--- config.mk ---
export PLATFORM = sky130hd
export DESIGN_NAME = seg_scan_ctrl
export DESIGN_NICKNAME = d
export VERILOG_FILES = /design/src/rtl/seg_scan_ctrl.sv
export SDC_FILE = /design/constraint.sdc
export NUM_CORES = 1
export LEC_CHECK = 0
export BUFFER_PORTS_ARGS = -buffer_cell sky130_fd_sc_hd__buf_2
export CAP_MARGIN = 20
export CORE_UTILIZATION = 57
export DETAILED_ROUTE_END_ITERATION = 8
export PLACE_DENSITY = 0.78
export SKIP_LAST_GASP = 1
export SYNTH_ARGS = -nofsm -noshare
export SYNTH_HDL_FRONTEND = slang
export SYNTH_SLANG_ARGS = --single-unit
--- constraint.sdc ---
create_clock -name clk -period 2.2 [get_ports clk]
set_input_delay 0.11 -clock clk [delete_from_list [all_inputs] [get_ports clk]]
set_output_delay 0.11 -clock clk [all_outputs]
set_load 0.05 [all_outputs]
--- src/rtl/seg_scan_ctrl.sv ---
`default_nettype none
// ============================================================================
//  Module      : seg_scan_ctrl
//  Description : Time-multiplexed scan controller for a multi-digit
//                seven-segment display. One external hex decoder is shared
//                across all NDIG digits: the current digit's nibble is
//                presented on dec_hex, the decoder result (dec_seg) is
//                registered onto the segment bus, and a one-hot active-low
//                digit select is driven alongside it. New display contents
//                arrive on a valid/ready port into a pending buffer and are
//                copied to the front buffer only at frame boundaries, so a
//                frame never mixes old and new contents. Every slot starts
//                with a blanking window to suppress ghosting.
//
//  Parameters  : NDIG  - number of digits (>= 2)
//                DIV   - clock cycles per digit slot
//                BLANK - dark cycles at the start of each slot (1..DIV-1)
//
//  Ports       : clk        - clock, all state on the rising edge
//                rst_n      - asynchronous active-low reset
//                wr_valid   - new display contents offered
//                wr_ready   - pending buffer empty (write accepted on
//                             wr_valid & wr_ready)
//                wr_data    - 4*NDIG bits, nibble i is digit i (0 = LSD)
//                wr_en      - per-digit enable, 0 keeps the digit dark
//                wr_dp      - per-digit decimal point, 1 = lit
//                wr_lz      - leading-zero suppression enable
//                dec_hex    - nibble presented to the shared decoder
//                dec_seg    - decoder result (active-low, combinational)
//                seg        - segment bus, active-low
//                dp         - decimal point, active-low
//                an         - digit select, active-low, at most one low
//                frame_tick - one-cycle pulse on the first cycle of a frame
//
//  Revision    : 1.0 - initial release
// ============================================================================
module seg_scan_ctrl #(
  parameter int NDIG  = 8,
  parameter int DIV   = 1000,
  parameter int BLANK = 16
) (
  input  logic              clk,
  input  logic              rst_n,
  input  logic              wr_valid,
  output logic              wr_ready,
  input  logic [4*NDIG-1:0] wr_data,
  input  logic [NDIG-1:0]   wr_en,
  input  logic [NDIG-1:0]   wr_dp,
  input  logic              wr_lz,
  output logic [3:0]        dec_hex,
  input  logic [6:0]        dec_seg,
  output logic [6:0]        seg,
  output logic              dp,
  output logic [NDIG-1:0]   an,
  output logic              frame_tick
);

  // --------------------------------------------------------------------------
  // Constants
  // --------------------------------------------------------------------------
  localparam int c_cw = (DIV > 1) ? $clog2(DIV) : 1;
  localparam int c_iw = (NDIG > 1) ? $clog2(NDIG) : 1;

  localparam logic [c_cw-1:0] c_cnt_last = c_cw'(DIV - 1);
  localparam logic [c_cw-1:0] c_blank    = c_cw'(BLANK);
  localparam logic [c_iw-1:0] c_idx_last = c_iw'(NDIG - 1);
  localparam logic [6:0]      c_seg_off  = 7'h7F;

  // --------------------------------------------------------------------------
  // Registers
  // --------------------------------------------------------------------------
  // Scan position
  logic [c_cw-1:0]   r_cnt;
  logic [c_iw-1:0]   r_idx;

  // Front buffer: what is being scanned out right now
  logic [4*NDIG-1:0] r_front_data;
  logic [NDIG-1:0]   r_front_en;
  logic [NDIG-1:0]   r_front_dp;
  logic              r_front_lz;

  // Pending buffer: last accepted write, waiting for a frame boundary
  logic [4*NDIG-1:0] r_pend_data;
  logic [NDIG-1:0]   r_pend_en;
  logic [NDIG-1:0]   r_pend_dp;
  logic              r_pend_lz;
  logic              r_pend_full;

  // Registered display outputs
  logic [6:0]        r_seg;
  logic              r_dp;
  logic [NDIG-1:0]   r_an;
  logic              r_frame_tick;

  // --------------------------------------------------------------------------
  // Combinational control
  // --------------------------------------------------------------------------
  logic              w_cnt_last;
  logic              w_idx_last;
  logic              w_boundary;
  logic              w_accept;
  logic              w_swap;
  logic              w_blank;

  assign w_cnt_last = (r_cnt == c_cnt_last);
  assign w_idx_last = (r_idx == c_idx_last);
  assign w_boundary = w_cnt_last & w_idx_last;
  // Both the accept and the swap look at r_pend_full as it stood before this
  // edge, so a write landing in the boundary cycle waits for the next frame.
  assign w_accept   = wr_valid & ~r_pend_full;
  assign w_swap     = w_boundary & r_pend_full;
  assign w_blank    = (r_cnt < c_blank);

  // --------------------------------------------------------------------------
  // Current-digit selection and leading-zero suppression
  // --------------------------------------------------------------------------
  // Walking from the most significant digit downwards, w_upper_zero stays
  // high while every nibble seen so far (this one included) is zero. A digit
  // is suppressed while that run holds; digit 0 always survives so a value of
  // zero still shows a single "0".
  logic [3:0]        w_hex;
  logic              w_cur_en;
  logic              w_cur_dp;
  logic              w_cur_sup;
  logic              w_upper_zero;
  logic [NDIG-1:0]   w_sup;
  logic [NDIG-1:0]   w_an_sel;

  always_comb begin
    w_hex        = 4'h0;
    w_cur_en     = 1'b0;
    w_cur_dp     = 1'b0;
    w_cur_sup    = 1'b0;
    w_upper_zero = 1'b1;
    w_sup        = '0;
    w_an_sel     = '1;
    for (int i = NDIG - 1; i >= 0; i--) begin
      w_upper_zero = w_upper_zero & (r_front_data[4*i +: 4] == 4'h0);
      if (i != 0) begin
        w_sup[i] = r_front_lz & w_upper_zero;
      end
      if (r_idx == c_iw'(i)) begin
        w_hex       = r_front_data[4*i +: 4];
        w_cur_en    = r_front_en[i];
        w_cur_dp    = r_front_dp[i];
        w_cur_sup   = w_sup[i];
        w_an_sel[i] = 1'b0;
      end
    end
  end

  logic w_lit;
  assign w_lit = ~w_blank & w_cur_en & ~w_cur_sup;

  // --------------------------------------------------------------------------
  // Scan counters
  // --------------------------------------------------------------------------
  always_ff @(posedge clk or negedge rst_n) begin
    if (!rst_n) begin
      r_cnt <= '0;
      r_idx <= '0;
    end else begin
      if (w_cnt_last) begin
        r_cnt <= '0;
        r_idx <= w_idx_last ? '0 : r_idx + 1'b1;
      end else begin
        r_cnt <= r_cnt + 1'b1;
      end
    end
  end

  // --------------------------------------------------------------------------
  // Pending buffer and write handshake
  // --------------------------------------------------------------------------
  always_ff @(posedge clk or negedge rst_n) begin
    if (!rst_n) begin
      r_pend_data <= '0;
      r_pend_en   <= '0;
      r_pend_dp   <= '0;
      r_pend_lz   <= 1'b0;
      r_pend_full <= 1'b0;
    end else begin
      if (w_accept) begin
        r_pend_data <= wr_data;
        r_pend_en   <= wr_en;
        r_pend_dp   <= wr_dp;
        r_pend_lz   <= wr_lz;
        r_pend_full <= 1'b1;
      end else if (w_swap) begin
        r_pend_full <= 1'b0;
      end
    end
  end

  // --------------------------------------------------------------------------
  // Front buffer: only ever changes at a frame boundary
  // --------------------------------------------------------------------------
  always_ff @(posedge clk or negedge rst_n) begin
    if (!rst_n) begin
      r_front_data <= '0;
      r_front_en   <= '0;
      r_front_dp   <= '0;
      r_front_lz   <= 1'b0;
    end else if (w_swap) begin
      r_front_data <= r_pend_data;
      r_front_en   <= r_pend_en;
      r_front_dp   <= r_pend_dp;
      r_front_lz   <= r_pend_lz;
    end
  end

  // --------------------------------------------------------------------------
  // Output registers: one cycle behind (r_idx, r_cnt)
  // --------------------------------------------------------------------------
  always_ff @(posedge clk or negedge rst_n) begin
    if (!rst_n) begin
      r_seg        <= c_seg_off;
      r_dp         <= 1'b1;
      r_an         <= '1;
      r_frame_tick <= 1'b0;
    end else begin
      if (w_lit) begin
        r_an  <= w_an_sel;
        r_seg <= dec_seg;
        r_dp  <= ~w_cur_dp;
      end else begin
        r_an  <= '1;
        r_seg <= c_seg_off;
        r_dp  <= 1'b1;
      end
      // The boundary cycle is the last of a frame, so the registered copy
      // lands exactly on the first cycle of digit 0.
      r_frame_tick <= w_boundary;
    end
  end

  // --------------------------------------------------------------------------
  // Port assignments
  // --------------------------------------------------------------------------
  assign wr_ready   = ~r_pend_full;
  assign dec_hex    = w_hex;
  assign seg        = r_seg;
  assign dp         = r_dp;
  assign an         = r_an;
  assign frame_tick = r_frame_tick;

endmodule
`default_nettype wire

Yosys cells after proc, flatten, opt, wreduce, memory -nomap -nowiden
Index checks and enable logic that the tools add are counted.
{ "totals": {"register_bits": 129, "wordCells": 104} }
{ "classes": {"reduce_logical": 9, "add_sub_neg": 2, "n_bitwise": 22, "n_lt_le_gt_ge": 1, "mux": 47, "eq_ne": 8} }
{ "ops": {"columns": ["cell", "n"], "rows": [
  ["1-bit 2-to-1 mux", 35],
  ["4-bit 2-to-1 mux", 8],
  ["4-bit logical NOT", 7],
  ["1-bit AND", 18],
  ["3-bit equality test (second input constant)", 4],
  ["10-bit by 1-bit adder with 10-bit output (second input constant)", 1],
  ["10-bit equality test (second input constant)", 1],
  ["10-bit by 5-bit < comparator with 1-bit output (second input constant)", 1],
  ["10-bit 2-to-1 mux", 1],
  ["8-bit 2-to-1 mux", 1],
  ["7-bit 2-to-1 mux", 1],
  ["3-bit by 2-bit equality test with 1-bit output (second input constant)", 2],
  ["1-bit NOT", 4],
  ["3-bit by 1-bit adder with 3-bit output (second input constant)", 1],
  ["3-bit by 1-bit equality test with 1-bit output (second input constant)", 1],
  ["3-bit logical NOT", 1],
  ["3-bit 2-to-1 mux", 1],
  ["2-bit nonzero test", 1]
]} }

Longest topological paths before layout
Gate-level depths: netlist of the first run.
{ "depth": {"ltp_word": 13, "mapped_depth": 10, "ltp_nobuf": 7} }

Worst setup path after synthesis of the first run
No wires, ideal clock.
{ "synth_timing": {"path_kind": "register -> output", "from": "register r_idx[1]", "to": "output port dec_hex[1]", "setup_slack_ns": -0.582, "path_stages_with_launch": 10, "t_arrival_ns": 2.672, "n_path_buf": 2, "path_cell_list": "dfrtp_1 inv_1 ha_1 clkbuf_8 clkbuf_1 nor3b_1 o31ai_1 a221oi_1 o22ai_1 a21boi_0"} }
{ "synth_via": {"elab_chain_len": 9, "word_cells_on_any_way": 16, "cone_classes": "eq/ne: 7; mux: 8; reduce/logical: 1"} }
{ "synth_rtl": {"columns": ["item", "line_no", "source"], "rows": [
  ["start: declaration", "74", "logic [c_iw-1:0] r_idx;"],
  ["start signal: assignment", "165", "r_idx <= w_idx_last ? '0 : r_idx + 1'b1;"],
  ["3-bit equality test", "142", "if (r_idx == c_iw'(i)) begin"],
  ["4-bit 2-to-1 mux (7 in series)", "142", null],
  ["4-bit 2-to-1 mux (*)", "142", null],
  ["end: declaration", "50", "output logic [3:0] dec_hex,"]
]} }
Mark *: on every way between the ends. The rest lies on a longest branch, timed or not.

Worst setup path in the final report of the first run
{ "layout_timing": {"from": "register r_idx[0]", "to": "output port dec_hex[1]"} }
Same word-level chain as after synthesis.

==> results list, run 1 <==
* Share of post-route cells with drive strength above 1: 47.0%
- Syn_area_per_cell: 13.0 um2
- Start point of the critical path: r_idx[0]
* Pin count of the biggest net entering global routing: 67
* Fraction of the mapped netlist area in compound gates: 7.72%
- Number of fill cells: 566
- Across the run, the number of max-cap violations was 0.
* Detailed placement HPWL: 7930 um
- The finished cells cover 7700 um2.
* Sequential cell area fraction in the yosys report: 57.1%
- IR analysis of the VDD net gives a maximum drop of 582 uV.
- Slew Limit Fails: 0
- Final period demand of the worst path: 2530 ps
* Top post-synthesis cells by area: sky130_fd_sc_hd__dfrtp_1 (50%), sky130_fd_sc_hd__mux2_2 (19%), sky130_fd_sc_hd__dfstp_2 (7.4%), sky130_fd_sc_hd__a21oi_1 (1.8%), sky130_fd_sc_hd__ha_1 (1.5%)
- Mux cell area share after synthesis: 19.4%
- Share of the synthesized netlist area taken by xor and xnor gates: 0.924%
* Failing checks: DRC, setup timing
* Horizontal die dimension: 102 um
* Rel. slew slack: 59.8%
- Post-layout net count: 660
- Final hold analysis gives a worst-case slack of 66.7 ps.
- For the final database, setup skew stands at 9.22 ps.
* Tightest Hold Check Type: primary input to asynchronous set/reset pin
* DIE AREA: 10400 um2
- Data required time of the worst path: about 2100 ps
* IO Pins: 81
- CP arrival: ~2400 ps
- Initial cell density of the core: between 50% and 60%
* Clock insertion delay at the later pin of the skew report: 520 ps
* Port bufs: 80
- After detailed routing, the number of remaining DRC violations is 1.
* CP most frequent cell: sky130_fd_sc_hd__buf_6
* Worst-Margin Slew: 595 ps
- Post-synth cell types: just under 60
- The worst setup path is captured at an output port.
- The repair_antennas step left the layout with diodes totalling 0.
* Max Fclk: 396 MHz
- Number of optimization iterations in the first detailed-route pass: 7
- The number of nets handed over by synthesis was between 500 and 600.
* Routed wire length: 13800 um
* Leak: 3.48 nW
- The via count of the first global-routing pass came to 4322.
- Summing all placed instances gives a cell area of 6260 um2.
- After Yosys synthesis, full adders, half adders and majority gates account for under 10% of the synthesized area.
- The flow ran to the end, but the final reports show violations.
- Kind of critical path: flop to output port
- Setup total negative slack on the finished layout was measured at -1130 ps.
- Most common cell after layout, fill and taps aside: sky130_fd_sc_hd__dfrtp_1
* Post-synthesis share of cell area spent on and, or, nand and nor gates: about a tenth
- Across all layers, the routed design uses approximately 4300 vias.
* RSZ-0062 raised after global routing: yes
- Mean number of vias per cell: 5.75
- At the end of routability-driven placement, the weighted congestion stood at 0.870.
- After clock tree synthesis, the clock-pin slew on the worst setup and hold paths is 60 ps.
- The cell count after synthesis came out at 438.
- In this run, the number of DRC markers left after iteration 0 of detailed routing was 263.
- Worst Reg-to-Reg Cells: 8
* Die Y-Extent: 102 um
* Total global-route track usage: ~28%
* Routed WL per cell: 18.7 um
- The startpoint identified for the worst register-to-register timing path is r_idx[0].
* Design Power: 5.71 mW
- In this run the worst path has a maximum fanout of 7.
* Final Worst Setup Slack: -328 ps
* Number of warnings issued by yosys: 0
* EDFF count, synth: 0
- Deepest level of the CTS H-tree: 4
* Leading cell types in the layout, fill and taps excluded: sky130_fd_sc_hd__dfrtp_1 (111), sky130_fd_sc_hd__mux2_2 (95), sky130_fd_sc_hd__buf_2 (75)
* Std-Cell Rows: 36
- Post-synthesis instance area: 5690 um2
* Area of the core: 9730 um2
- TritonCTS built the clock tree.
* Total clock sinks: 129
* Clock buffer depth: 2
- Crit path launch type: flop
- In this run the biggest area consumer among cell types represents 49.7% of the synthesized area.
- Traced cell by cell, the critical path runs through inv_4, ha_4, buf_6, o21ai_1, nand2_1, a221oi_2, o22ai_1, a21boi_2, buf_6.
* Final period utilization: 115%
- Final ANT Viol Nets: 0
* Cts bufs inserted: 17
* Yosys reg bits: around 130
- For this run, asynchronously set or reset flops after synthesis account for 100%.
* Power per unit of standard cell area: 741 nW/um2
- Gr ovfl total: 0
- On the worst path, the slowest cell contributes a delay of 460 ps.
- Final hold violation count: 0
- Synth Flop Type: sky130_fd_sc_hd__dfrtp_1
* CP max-delay cell: sky130_fd_sc_hd__dfrtp_2
- Wire length of the first global-routing pass: 21500 um
- The tree is rooted in a sky130_fd_sc_hd__clkbuf_8.
- Relative to the synthesized area, the layout overhead comes to 35.4%.
- Combinational family with the most area after synthesis: multiplexers
* Total setup violations reported at the end of the flow: 4
* Cell taking the most area after synthesis: sky130_fd_sc_hd__dfrtp_1
- The initial antenna violation count was 0.
==> layout make-up <==
cell class / count / area [um2] / share of cell area, %
Clock inverter: 12 / 156 / 2.03
Tap cell: 133 / 166 / 2.16
Timing Repair Buffer: 162 / 1240 / 16.0
Multi-Input combinational cell: 275 / 2400 / 31.2
Inverter: 9 / 38.8 / 0.503
Sequential cell: 129 / 3250 / 42.2
Clock buffer: 20 / 455 / 5.91
==> sequential cells by signal (all words and copies together) (netlist names), 3 cells and up <==
signal,cells
r_pend_data,32
seg,7
r_front_en,8
r_idx,3
an,8
r_front_data,32
r_front_dp,8
r_pend_en,8
r_pend_dp,8
r_cnt,10
==> path summary, 6_finish.rpt <==
check | to | slack, ps
max | dec_hex[1] | -330
min | r_front_dp[6] | 70
max reg2reg | dp | 20
min reg2reg | r_cnt[0] | 480
max in group asynchronous | r_front_data[6] | 1360
min in group clk | seg[0] | 320
==> cells by family after synthesis <==
family,Yosys count
muxes,98
buffers and inverters,34
DFF,129
and+or+nand+nor,98
adders and majority gates,7
AOI/OAI and AO/OA,66
xor gates and xnor gates,6
==> report_power, final <==
part / switching, mW / internal, mW / leakage (nW)
Combinational: 0.104 / 0.195 / 1.56
Sequential: 0.0702 / 2.49 / 1.63
Clock: 1.03 / 1.82 / 0.291
Total: 1.20 / 4.51 / 3.48
==> metal layers <==
metal	vias up	part of all wire (%)	routed length [um]	global-route usage, %
li1	1917	-	-	-
met1	2090	40	5570	34.1
met2	206	51	6990	47.5
met3	44	6.4	884	6.98
met4	0	2.6	364	13.2
met5	-	0	0	0
==> synth_stat cells, types with 2 or more instances <==
cell type / count
sky130_fd_sc_hd__dfrtp_1: 113
sky130_fd_sc_hd__mux2_2: 95
sky130_fd_sc_hd__a21oi_1: 21
sky130_fd_sc_hd__nor2_1: 20
sky130_fd_sc_hd__nand3_1: 17
sky130_fd_sc_hd__dfstp_2: 16
sky130_fd_sc_hd__nand2_1: 16
sky130_fd_sc_hd__o21ai_0: 11
sky130_fd_sc_hd__clkbuf_1: 9
sky130_fd_sc_hd__inv_1: 9
sky130_fd_sc_hd__nand3b_1: 9
sky130_fd_sc_hd__nor4_1: 8
sky130_fd_sc_hd__buf_6: 7
sky130_fd_sc_hd__ha_1: 7
sky130_fd_sc_hd__a211oi_1: 5
sky130_fd_sc_hd__nor2b_1: 5
sky130_fd_sc_hd__o22ai_1: 5
sky130_fd_sc_hd__buf_4: 4
sky130_fd_sc_hd__nand4_1: 4
sky130_fd_sc_hd__a311oi_1: 3
sky130_fd_sc_hd__and3_1: 3
sky130_fd_sc_hd__buf_2: 3
sky130_fd_sc_hd__mux2_1: 3
sky130_fd_sc_hd__xnor2_1: 3
sky130_fd_sc_hd__xor2_1: 3
sky130_fd_sc_hd__a221oi_1: 2
sky130_fd_sc_hd__and2_1: 2
sky130_fd_sc_hd__nand2b_1: 2
sky130_fd_sc_hd__nor3_1: 2
sky130_fd_sc_hd__o21a_1: 2
sky130_fd_sc_hd__o32ai_1: 2
==> what timing repair did <==
| action | 4_1_cts | 5_1_grt |
|---|---|---|
| hold buffers | 58 | 0 |
| pin swaps | 5 | 9 |
| gates cloned | 0 | 0 |
| gates resized for setup | 36 | 17 |
| setup buffers | 4 | 2 |
| endpoints found under the setup margin | 4 | 5 |
| hold endpoints to repair | 167 | 0 |
==> metrics by stage <==
| stage | cells | util (%) | setup slack, ps |
|---|---|---|---|
| 6_report | 740 | 79.2 | -328 |
| 5_1_grt | 740 | 79.2 | -412 |
| 4_1_cts | 738 | 78.3 | -187 |
| 3_5_place_dp | 644 | 64.3 | 87.2 |
| 3_3_place_gp | 644 | 64.3 | 164 |
| 2_1_floorplan | 438 | - | -173 |
==> worst max-delay path, delay by kind of cell, from the launching register on <==
family,cells,cell delay [ps]
buf+inv,3,370
simple gates,1,100
fa+ha+maj,1,190
flops,1,460
compound gates,4,740
No activity file was read; power rests on OpenSTA's default activity.
==> inputs of run 2 (changes only) <==
PLACE_DENSITY = default   (was 0.78)
PLACE_DENSITY_LB_ADDON = 0.3   (was default)
==> run 2 against run 1 <==
Effect of this change: the flow finishes with violations (setup timing); worst setup slack gained 140 ps; global-route usage shrank 0.47 points; power shrank 2.5%; flip-flop and latch count is the same; highest routed layer unchanged.
==> results list, run 2 (synthesized netlist as in run 1, its figures left out) <==
* Buffer cell driving the clock tree root: sky130_fd_sc_hd__clkbuf_8
- Leading cell types in the layout, fill and taps excluded: sky130_fd_sc_hd__dfrtp_1 (111), sky130_fd_sc_hd__mux2_2 (95), sky130_fd_sc_hd__buf_2 (75)
- In this run the standard cell core region covers 9730 um2.
- IO Pins: 81
* Design Power: 5.57 mW
* Start point of the critical path: r_idx[1]
* Final total negative setup slack: -630 ps
- Derived from the worst setup path, the maximum achievable clock frequency is 418 MHz.
- # Max-Cap Violations: 0
- Power per unit of standard cell area: 733 nW/um2
- CTS saw 129 sinks.
- IR analysis of the VDD net gives a maximum drop of 598 uV.
- Net switching is 22.7% of the power.
* Detailed placement HPWL: 7860 um
- The initial antenna violation count was 0.
* Wire length of the first global-routing pass: 21200 um
- Deepest level of the CTS H-tree: 4
* Reg area: ~3300 um2
- DR iter-0 viols: 288
- Horizontal die dimension: about 100 um
- Per report_power, the combinational group accounts for 5.4% of the total.
* Net load switching power: approximately 1.3 mW
* GPL Wtd Cong: between 0.9 and 1
- Clock Skews: 10.9 ps
- Critical path destination: dec_hex[1]
* Part of the power in the clock network: approximately half
- Tightest Hold Check Type: primary input to asynchronous set/reset pin
- The worst setup path is of the flop to output port kind.
* Slew Limit Fails: 0
- Global routing used 27.6% of the available tracks.
* Number of fill cells: between 500 and 600
- In this run the critical register-to-register path is launched from r_idx[0].
* Worst Reg-to-Reg Cells: 10
* Final ANT Viol Nets: 0
* Clock insertion delay at the later pin of the skew report: 520 ps
* Clock input transition at the sequential cells of the worst setup and hold paths: 60 ps
- DIE AREA: 10400 um2
* Worst-Margin Slew: 684 ps
- Sequential group share of total power: 46.0%
* Final period demand of the worst path: 2390 ps
- The flow ran to the end, but the final reports show violations.
- Area used by multi-input combinational logic: ~2400 um2
- For this design the static power due to leakage is ~3.4 nW.
* Die Y-Extent: 102 um
* DRC violation count after routing: 0
- Share of post-route cells with drive strength above 1: 46.0%
- STA puts the critical path data required time at 2090 ps.
- Failing checks: setup timing
- CP arrival: approximately 2300 ps
- RSZ-0062 raised after global routing: yes
* Gr ovfl total: 0
- Endpoint class of the critical path: output port
* Port bufs: 80
- The first detailed-routing pass ran for 5 iterations.
* Total setup violations reported at the end of the flow: 4
* Largest registers: r_front_data x32, r_pend_data x32, r_cnt x10
- After layout, the worst path uses 109% of the clock period.
* Via count: ~4200
* Post-synthesis to final-layout area growth: 33.6%
* Std-Cell Rows: 36
- Clock buffer depth: 2
- Final hold violation count: 0
- Leaving out fill and tap cells, the most frequent cell in the layout is sky130_fd_sc_hd__dfrtp_1.
- Final cell count without fillers: 737
- Via count of the first global-routing pass: 4258
- Final hold analysis gives a worst-case slack of 236 ps.
- Routed wire length: 13200 um
- Mean number of vias per cell: approximately 5.6
- Measured against its own limit, the worst slew margin works out to 54.4%.
- The endpoint identified for the worst register-to-register timing path is an[1].
- Instance count after placement with tap cells included: 646
- Post-layout net count: 657
- Entering global routing, the biggest net connects 130 pins.
- Routed WL per cell: 17.9 um
- TritonCTS built the clock tree.
- In this run, CTS created clock tree buffers numbering 17.
- The initial utilization of the core area, before any placement, comes to 58.5%.
- Final Worst Setup Slack: -192 ps
- The repair_antennas step left the layout with diodes totalling 0.
- Int Power: 4.31 mW
- Timing analysis after detailed placement gives a worst setup slack of 86.6 ps.
* Crit path launch type: flop
- Highest net fanout along the worst path: 7
- Register-to-register setup slack: approximately 140 ps
-- run 2: repair_timing --
item | 4_1_cts | 5_1_grt
endpoints found under the setup margin | 4 | 5
setup buffers | 0 | 1
hold buffers | 58 | 0
pin swaps | 3 | 3
hold endpoints to repair | 170 | 0
cloned | 0 | 0
gates resized for setup | 31 | 8
-- run 2: power groups by stage --
stage | Combinational (mW) | Clock, mW | Sequential [mW]
5_1_grt | 0.332 | 2.83 | 2.58
3_3_place_gp | 0.203 | 0 | 2.59
6_report | 0.299 | 2.71 | 2.56
2_1_floorplan | 0.104 | 0 | 2.57
3_5_place_dp | 0.216 | 0 | 2.60
4_1_cts | 0.296 | 2.74 | 2.56
-- run 2: area by class of cell --
cell class / instances / area share, %
clock inverter: 15 / 2.12
multi-input combinational: 275 / 31.0
inverter: 9 / 0.477
clock buffer: 17 / 5.45
tap: 133 / 2.19
timing repair buffer: 159 / 16.0
sequential: 129 / 42.8
-- run 2: how the worst min path moves through the flow --
stage | to | slack [ps] | depth (start not counted)
floorplan | frame_tick | -190 | 0
finish | r_front_dp[6] | 240 | 3
detailed placement | r_cnt[4] | 280 | 2
global route | r_cnt[4] | 320 | 3
CTS | r_front_dp[6] | 270 | 3
global placement | r_cnt[2] | 260 | 2
-- run 2: metal layers --
metal | vias to the layer above | GRT usage [%] | routed length [um]
met1 | 2076 | 36.0 | 5590
met5 | - | 0 | 0
met3 | 21 | 6.16 | 748
met4 | 0 | 11.8 | 225
li1 | 1902 | - | -
met2 | 157 | 45.1 | 6620
-- run 2: critical path, cell delays in order, from the launching register on --
cell	delay, ps
sky130_fd_sc_hd__dfrtp_2	410
sky130_fd_sc_hd__inv_2	80
sky130_fd_sc_hd__ha_4	190
sky130_fd_sc_hd__buf_4	160
sky130_fd_sc_hd__o21ai_1	150
sky130_fd_sc_hd__nand2_1	80
sky130_fd_sc_hd__a221oi_2	250
sky130_fd_sc_hd__o22ai_1	90
sky130_fd_sc_hd__a21boi_2	180
sky130_fd_sc_hd__buf_6	160
-- run 2: stage by stage --
step           cell area (um2)  utilization [%]
2_1_floorplan             5700                -
3_3_place_gp              6300             64.7
3_5_place_dp              6300             64.7
4_1_cts                   7570             77.8
5_1_grt                   7600             78.1
6_report                  7600             78.1
==> inputs of run 3 (changes only) <==
CORE_UTILIZATION = 33   (was 57)
==> run 3 against run 2 <==
Effect of this change: the flow still finishes with violations (setup timing); die area up 71%; via count down 2.6%; count of clock-buffer cells in the layout up 9; clock skew down 3.6 ps; power up 2.8%; non-clock buffer count up 2; cell area up 2.3%; largest cell class unchanged.
==> results list, run 3 (synthesized netlist as in run 1, its figures left out) <==
- The run finished, with violations left.
- The checks that failed: setup timing.
- Wire length of the first global-routing pass: 22000 um
- In this run the worst path has a maximum fanout of 6.
- Static timing analysis puts the maximum clock frequency at about 430 MHz.
- Routability-driven placement finished with a final weighted congestion of 0.871.
- After detailed routing, the number of vias per cell comes to 4.91.
* Start point of the critical path: r_idx[1]
* Total clock sinks: between 100 and 150
- Routed WL per cell: 16.1 um
- After filler insertion, the fill cell instance count of the layout stands at about 1500.
- Via count of the first global-routing pass: 4278
* Total setup violations reported at the end of the flow: 4
- Share of post-route cells with drive strength above 1: 46.0%
- The worst setup path is captured at an output port.
- After legalization and detailed placement, the total HPWL measured 8920 um.
- Worst vdd ir: 503 uV
* Worst flop-to-flop path startpoint: r_idx[0]
- Entering global routing, the biggest net connects 57 pins.
- Number of optimization iterations in the first detailed-route pass: 4
* Final hold violation count: 0
- Port buffering added 80 buffers.
* Final ANT Viol Nets: 0
- Proportion of power drawn by combinational gates: a little over 5%
- Final core area utilization: 46.5%
- After clock tree synthesis, the clock-pin slew on the worst setup and hold paths is 60 ps.
* Clock buffer depth: 2
- At the worst endpoint, the required time is roughly 2100 ps.
- The library cells used most frequently in the layout, excluding fill and tap cells, are sky130_fd_sc_hd__dfrtp_1 (111), sky130_fd_sc_hd__mux2_2 (95), sky130_fd_sc_hd__buf_2 (75).
- Setup slack on the critical path of the routed design comes to -136 ps.
- Routed wire length: 13300 um
- The initial utilization of the core area, before any placement, comes to 34.1%.
* DRC violation count after routing: 0
* Clock insertion delay at the later pin of the skew report: 410 ps
- In the final layout, the registers with the most flip-flops are r_front_data x32, r_pend_data x32, r_cnt x10.
* Via count: 4048
* Reg-to-reg critical path endpoint: an[6]
- The area growth from synthesis to layout is 36.6%.
* DIE AREA: about 18000 um2
- TritonCTS clock tree: done
- Net load switching power: 1.14 mW
- Total global-route track usage: about 16%
* Rel. slew slack: 50.9%
- The max-slew violation total from the final report was 0.
- Int Power: 4.58 mW
- Final period demand of the worst path: roughly 2300 ps
* Std-Cell Rows: 47
- Final period utilization: 106%
* Worst Reg-to-Reg Cells: 10
- Post-layout net count: ~660
* Kind of critical path: flop to output port
* Leak: 3.47 nW
- Setup repair after global routing could not meet its margin everywhere.
- Power comes to 5.72 mW.
- Power per unit of standard cell area: 736 nW/um2
- Diode count: 0
- The first routing iteration left 251 violations.
- Sequential group share of total power: between 40% and 50%
- The clock tree synthesis step divided the H-tree into 4 levels.
- Gr ovfl total: 0
- The worst setup path is launched from a flop.
* Switching portion of total power: 19.9%
* Tightest Hold Check Type: primary input to asynchronous set/reset pin
* # Max-Cap Violations: 0
- Most common cell after layout, fill and taps aside: sky130_fd_sc_hd__dfrtp_1
* Register-to-register setup slack: 150 ps
* Cts bufs inserted: 17
- In this run the count of I/O pins placed on the die edge is 81.
- Die Y-Extent: between 100 and 150 um
- CP arrival: 2230 ps
- Horizontal die dimension: 133 um
* Area of the core: 16700 um2
- The clock network is responsible for 50.1% of the overall power.
* Worst-Margin Slew: 737 ps
* Antenna violations before repair: 0
- In this run the clock root is driven by a sky130_fd_sc_hd__clkbuf_16.
- On the final layout, the worst clock skew is 7.29 ps.
[run 3: power by group through the flow]
stage | sequential (mW) | combinational (mW) | clock (mW)
3_5_place_dp | 2.61 | 0.218 | 0
4_1_cts | 2.56 | 0.300 | 2.94
6_report | 2.56 | 0.292 | 2.87
2_1_floorplan | 2.57 | 0.104 | 0
5_1_grt | 2.58 | 0.327 | 3.04
3_3_place_gp | 2.60 | 0.210 | 0
[run 3: worst max path at each step]
stage	slack, ps	endpoint	cells past startpoint
final	-140	dec_hex[2]	7
after CTS	-100	dec_hex[3]	8
after global placement	70	dec_hex[1]	8
after detailed placement	30	dec_hex[1]	8
after global routing	-200	dec_hex[3]	8
after floorplan	-170	dec_hex[0]	8
[run 3: layout make-up]
cell class,instances,area [um2],area share [%]
multi-input combinational,275,2380,30.6
clock inverter,5,100,1.29
tap,220,275,3.54
sequential,129,3250,41.8
timing repair buffer,161,1230,15.8
inverter,9,36.3,0.467
clock buffer,26,499,6.42
[run 3: metrics by stage]
| step | std cells | hold slack, ps | worst slack (ps) | setup TNS, ps | cell area, um2 |
|---|---|---|---|---|---|
| floorplan | 438 | -186 | -173 | -345 | 5700 |
| global placement | 734 | 202 | 74.7 | 0 | 6410 |
| detailed placement | 734 | 229 | 25.3 | 0 | 6410 |
| CTS | 825 | 314 | -95.2 | -325 | 7720 |
| global route | 825 | 371 | -200 | -702 | 7770 |
| finish | 825 | 287 | -136 | -397 | 7770 |
[run 3: timing repair]
item	in CTS	in global routing
resized for setup	34	11
hold endpoints to repair	95	0
pin swaps	7	1
hold buffers	58	0
buffers inserted	2	0
setup endpoints to repair	4	51
[run 3: worst max-delay path, stage by stage, from the launching register on]
cell,delay (ps)
sky130_fd_sc_hd__dfrtp_1,430
sky130_fd_sc_hd__ha_2,250
sky130_fd_sc_hd__ha_4,170
sky130_fd_sc_hd__nand3_1,100
sky130_fd_sc_hd__a311oi_2,320
sky130_fd_sc_hd__a211oi_1,90
sky130_fd_sc_hd__o22ai_1,200
sky130_fd_sc_hd__buf_4,240
[run 3: layer usage]
layer  wire length [um]  share of wire [%]  GRT usage [%]  vias to the layer above
li1                   -                  -              -                     1902
met1               6420                 48           22.0                     2016
met2               6130                 46           24.5                      118
met3                632                4.8           3.77                       12
met4                102               0.77           6.06                        0
met5                  0                  0              0                        -
